$ cat config.mk
export PLATFORM = sky130hd
export DESIGN_NAME = time_countdown
export DESIGN_NICKNAME = d
export VERILOG_FILES = /design/src/rtl/time_countdown.sv
export SDC_FILE = /design/constraint.sdc
export NUM_CORES = 1
export LEC_CHECK = 0
export ABC_AREA = 1
export BUFFER_PORTS_ARGS = -buffer_cell sky130_fd_sc_hd__buf_4
export CAP_MARGIN = 20
export CELL_PAD_IN_SITES_DETAIL_PLACEMENT = 1
export CELL_PAD_IN_SITES_GLOBAL_PLACEMENT = 2
export CORE_UTILIZATION = 23
export CTS_CLUSTER_DIAMETER = 80
export DETAILED_ROUTE_END_ITERATION = 10
export PLACE_DENSITY_LB_ADDON = 0.1
export SKIP_CTS_REPAIR_TIMING = 1
export SLEW_MARGIN = 20
export SYNTH_ARGS = -nofsm -noshare
export SYNTH_HDL_FRONTEND = slang
export SYNTH_SLANG_ARGS = --single-unit
$ cat constraint.sdc
create_clock -name clk_4_i -period 1.4 [get_ports clk_4_i]
set_clock_uncertainty 0.1 [all_clocks]
set_input_delay 0 -clock clk_4_i [delete_from_list [all_inputs] [get_ports clk_4_i]]
set_output_delay 0 -clock clk_4_i [all_outputs]
set_load 0.1 [all_outputs]
$ cat src/rtl/time_countdown.sv
// Round-time countdown on the 4 Hz tick: load, run, pause, expire,
// with optional auto-reload of the last loaded value.
module time_countdown #(
   parameter int WIDTH       = 5,
   parameter bit AUTO_RELOAD = 1'b0
) (
   input  logic             clk_4_i,
   input  logic             rst_ni,
   input  logic             clear_i,
   input  logic             load_i,
   input  logic [WIDTH-1:0] load_val_i,
   input  logic             start_i,
   input  logic             pause_i,
   output logic [WIDTH-1:0] count_o,
   output logic             running_o,
   output logic             expired_o,
   output logic             done_o
);

   typedef enum logic [1:0] {
      S_IDLE,
      S_RUN,
      S_PAUSED,
      S_EXPIRED
   } state_t;

   localparam logic [WIDTH-1:0] ONE = WIDTH'(1);

   state_t           r_state;
   logic [WIDTH-1:0] r_count;
   logic [WIDTH-1:0] r_reload;
   logic             r_done;
   logic [WIDTH-1:0] w_dec;
   logic             w_go;

   assign w_dec = r_count - ONE;
   assign w_go  = start_i && !pause_i;

   always_ff @(posedge clk_4_i or negedge rst_ni) begin
      if (!rst_ni) begin
         r_state  <= S_IDLE;
         r_count  <= '0;
         r_reload <= '0;
         r_done   <= 1'b0;
      end else begin
         r_done <= 1'b0;
         if (clear_i) begin
            r_state  <= S_IDLE;
            r_count  <= '0;
            r_reload <= '0;
         end else if (load_i) begin
            r_state  <= S_IDLE;
            r_count  <= load_val_i;
            r_reload <= load_val_i;
         end else begin
            unique case (r_state)
               S_RUN: begin
                  if (pause_i) begin
                     r_state <= S_PAUSED;
                  end else if (r_count != '0) begin
                     r_count <= w_dec;
                     if (w_dec == '0) begin
                        r_state <= S_EXPIRED;
                        r_done  <= 1'b1;
                     end
                  end else begin
                     // count already empty: never wrap below zero
                     r_state <= S_EXPIRED;
                  end
               end
               S_PAUSED: begin
                  if (w_go) r_state <= S_RUN;
               end
               S_EXPIRED: begin
                  r_count <= '0;
                  if (AUTO_RELOAD && r_reload != '0) begin
                     r_count <= r_reload;
                     r_state <= S_RUN;
                  end
               end
               default: begin
                  if (w_go) begin
                     if (r_count == '0) begin
                        r_state <= S_EXPIRED;
                        r_done  <= 1'b1;
                     end else begin
                        r_state <= S_RUN;
                     end
                  end
               end
            endcase
         end
      end
   end

   assign count_o   = r_count;
   assign running_o = (r_state == S_RUN);
   assign expired_o = (r_state == S_EXPIRED);
   assign done_o    = r_done;

endmodule

==> flow_summary.yaml <==
worst_setup_path:
  cp.arrival_ps: 1690
  path_class: "reg2reg"
  cp-start-kind: "flop"
  cpPeakStageDelay_ps: 500
  regToRegStartpoint: "count_o[1]$_DFFE_PN0P_"
  path_buf_inv: 2
  r2r-end: "r_state[0]$_DFFE_PN0P_"
  ff2ff_path_depth: 11
  worstPathCellList: "inv_6 > ha_4 > inv_2 > nand2_2 > nand3_2 > nor2_2 > nand2_1 > nand2_2 > nand3_2 > nand2_1 > nor2_1"
  required_ps: 1440
  path_max_fanout: 5
  crit_slowest_cell: "dfrtp_4"
  crit_family: "simple AND/OR/NAND/NOR gates"
  r2r_slack_ps: -250
  end_kind: "flop"
die:
  start_util: 0.247
  dieHeight_um: 53.8
  rows: 18
  core_mm2: 0.00250
  dieArea_mm2: 0.00289
  ios: 19
  die_w_um: 53.8
outcome:
  violations: "negative hold slack, negative setup slack"
  status: "finished, violations left"
timing:
  fmax_mhz: 605
  drv_slew: 0
  rsz0062_at_grt: "yes"
  setup_tns_ps: -1370
  period_needed_ps: 1650
  slew_headroom: 0.811
  holdWs_ps: -20.1
  setup_viol_count_final: 8
  fin_ws_ps: -253
  period_share: 1.18
  hold_viol_final: 7
  worstMarginPinSlew_ps: 283
final_layout:
  utilization: 0.490
  antenna_cells: 0
  final_nets: 152
  drive_above_1_share: 0.662
  fillers: 303
  synthToLayoutAreaGrowth_pct: 98.6
clock_tree:
  cts_made_buffers: 3
  cts.clk_slew.worst_paths_ps: 50
  cts_buffer_depth: 2
  cts_tree: "yes"
  cts_sinks: 8
  clock_latency_ps: 260
  htreeDepth: 1
  cts-root-buf: "clkbuf_4"
synth:
  async_flop_share: 1.00
  netlist.area_leader.share: 0.325
  synth.most_common_cell: "inv_1"
  synth.cell_area_um2: 617
  synth-main-ff-cell: "dfrtp_1"
  yosys.area.top_type: "dfrtp_1"
  synth.top_cells.by_count: "inv_1, nand2_1, nor2_1, dfrtp_1"
  synth_fp_nets: 102
  ys_ff_latch: 8
  ys_warn_count: 0
  ys_types: 20
  synth_cells: 84
  avgSynthCellArea_um2: 7.34
  ys_seq_area_frac: 0.325
  synth-edff-count: 0
  synth.area.top_cells: "dfrtp_1, ha_1, inv_1, nand2_1, nor2_1"
routing:
  drcViolationCount: 0
  ant_nets: 0
  via_per_inst: 4.55
  drtIter0Drc: 5
  vias: 742
  firstDrtPassIters: 4
  wl_per_cell_um: 14.2
  wl_mm: 2.31
grt:
  grt-ovfl-total: 0
  grtUsageMet3: 0.0593
  met2_usage: 0.270
  grt_max_degree: 9
  grt-busiest-layer: "met2"
  antenna_found_initial: 0
  grt_pass1_vias: 734
  grt_first_pass_wirelength_mm: 3.42
  grtUsageMet1: 0.223
  grtUsageTotal: 0.170
place:
  place_hpwl_mm: 1.66
  port_buffers: 18
  finalWeightedCongestion: 0.793
power:
  power_density_mw_per_mm2: 868
  leakage_nw: 0.566
  vdd_drop_max_v: 0.000561
hold_path:
  min_to: "count_o[1]$_DFFE_PN0P_"
  whs_path_depth: 3
  hold_path.class: "in2reg"
  min_from: "load_val_i[1]"
run:
  drv_cap: 0
-- worst max path at each step --
stage	end	from	cells past startpoint	slack [ps]
5_1_grt	r_state[0]$_DFFE_PN0P_	count_o[1]$_DFFE_PN0P_	11	-350
6_report	r_state[0]$_DFFE_PN0P_	count_o[1]$_DFFE_PN0P_	11	-250
4_1_cts	count_o[0]$_DFFE_PN0P_	r_state[1]$_DFFE_PN0P_	9	-270
3_3_place_gp	r_state[0]$_DFFE_PN0P_	count_o[1]$_DFFE_PN0P_	11	-240
3_5_place_dp	r_state[0]$_DFFE_PN0P_	count_o[0]$_DFFE_PN0P_	11	-250
2_1_floorplan	count_o[3]$_DFFE_PN0P_	r_state[1]$_DFFE_PN0P_	9	-360
-- stage by stage --
| stage | cell area [um^2] | cells | hold slack (ps) | worst slack, ps | total power [mW] |
|---|---|---|---|---|---|
| after floorplan | 683 | 84 | -396 | -362 | 0.584 |
| after global placement | 991 | 150 | -272 | -236 | 0.763 |
| after detailed placement | 991 | 150 | -273 | -247 | 0.762 |
| after CTS | 1020 | 154 | -554 | -266 | 0.960 |
| after global routing | 1220 | 163 | -0.238 | -348 | 1.12 |
| final | 1220 | 163 | -20.1 | -253 | 1.06 |
-- sequential cells by signal, summed over array words and instances, names as in the netlist --
name and flops:
done_o 1, r_state 2, count_o 5
-- area by class of cell --
type | instances | area [um^2] | share of cell area
clock buffer | 4 | 26.3 | 0.0215
inverter | 16 | 70.1 | 0.0572
multi-input combinational | 60 | 495 | 0.404
sequential | 8 | 213 | 0.174
tap | 30 | 37.5 | 0.0306
timing repair buffer | 45 | 383 | 0.313
-- layer usage --
layer	share of wire	wire [um]
met1	0.43	1010
met2	0.51	1180
met3	0.042	98
met4	0.013	31
met5	0	0
-- cell usage in the layout, fill, tap and decap left out --
cell,Yosys,routed
a21oi_1,6,5
a21oi_2,1,2
a22oi_1,2,1
a22oi_2,0,1
buf_12,0,2
buf_4,0,36
buf_6,0,2
clkbuf_1,0,1
clkbuf_4,0,3
dfrtp_1,8,2
dfrtp_2,0,4
dfrtp_4,0,2
dlygate4sd3_1,0,5
ha_1,7,4
ha_4,0,3
inv_1,14,9
inv_2,2,4
inv_4,0,2
inv_6,0,1
nand2_1,13,6
nand2_2,1,8
nand3_1,7,1
nand3_2,0,6
nand3b_1,1,1
nor2_1,10,6
nor2_2,1,4
nor2_4,0,1
nor3_1,1,1
o21a_1,1,1
o21ai_0,2,1
o21ai_2,1,2
o22ai_1,4,1
o22ai_2,0,3
or2_4,1,1
xor2_2,0,1
-- power breakdown --
| part | leakage [nW] | internal, mW | switching [mW] |
|---|---|---|---|
| combinational | 0.453 | 0.234 | 0.355 |
| clock | 0.0150 | 0.109 | 0.0855 |
| sequential | 0.0977 | 0.257 | 0.0212 |
| total | 0.566 | 0.601 | 0.462 |
-- kinds of logic after synthesis --
group | share of synthesized area
flops | 0.325
xor+xnor | 0.0142
compound gates | 0.170
simple gates | 0.252
buf+inv | 0.0974
fa+ha+maj | 0.142
-- worst reg2reg max path: stages (launching register included) --
cell and delay (ps):
dfrtp_4 500, inv_6 80, ha_4 160, inv_2 40, nand2_2 70, nand3_2 70, nor2_2 130, nand2_1 80
nand2_2 120, nand3_2 70, nand2_1 70, nor2_1 40
(Power assumes the default switching activity.)
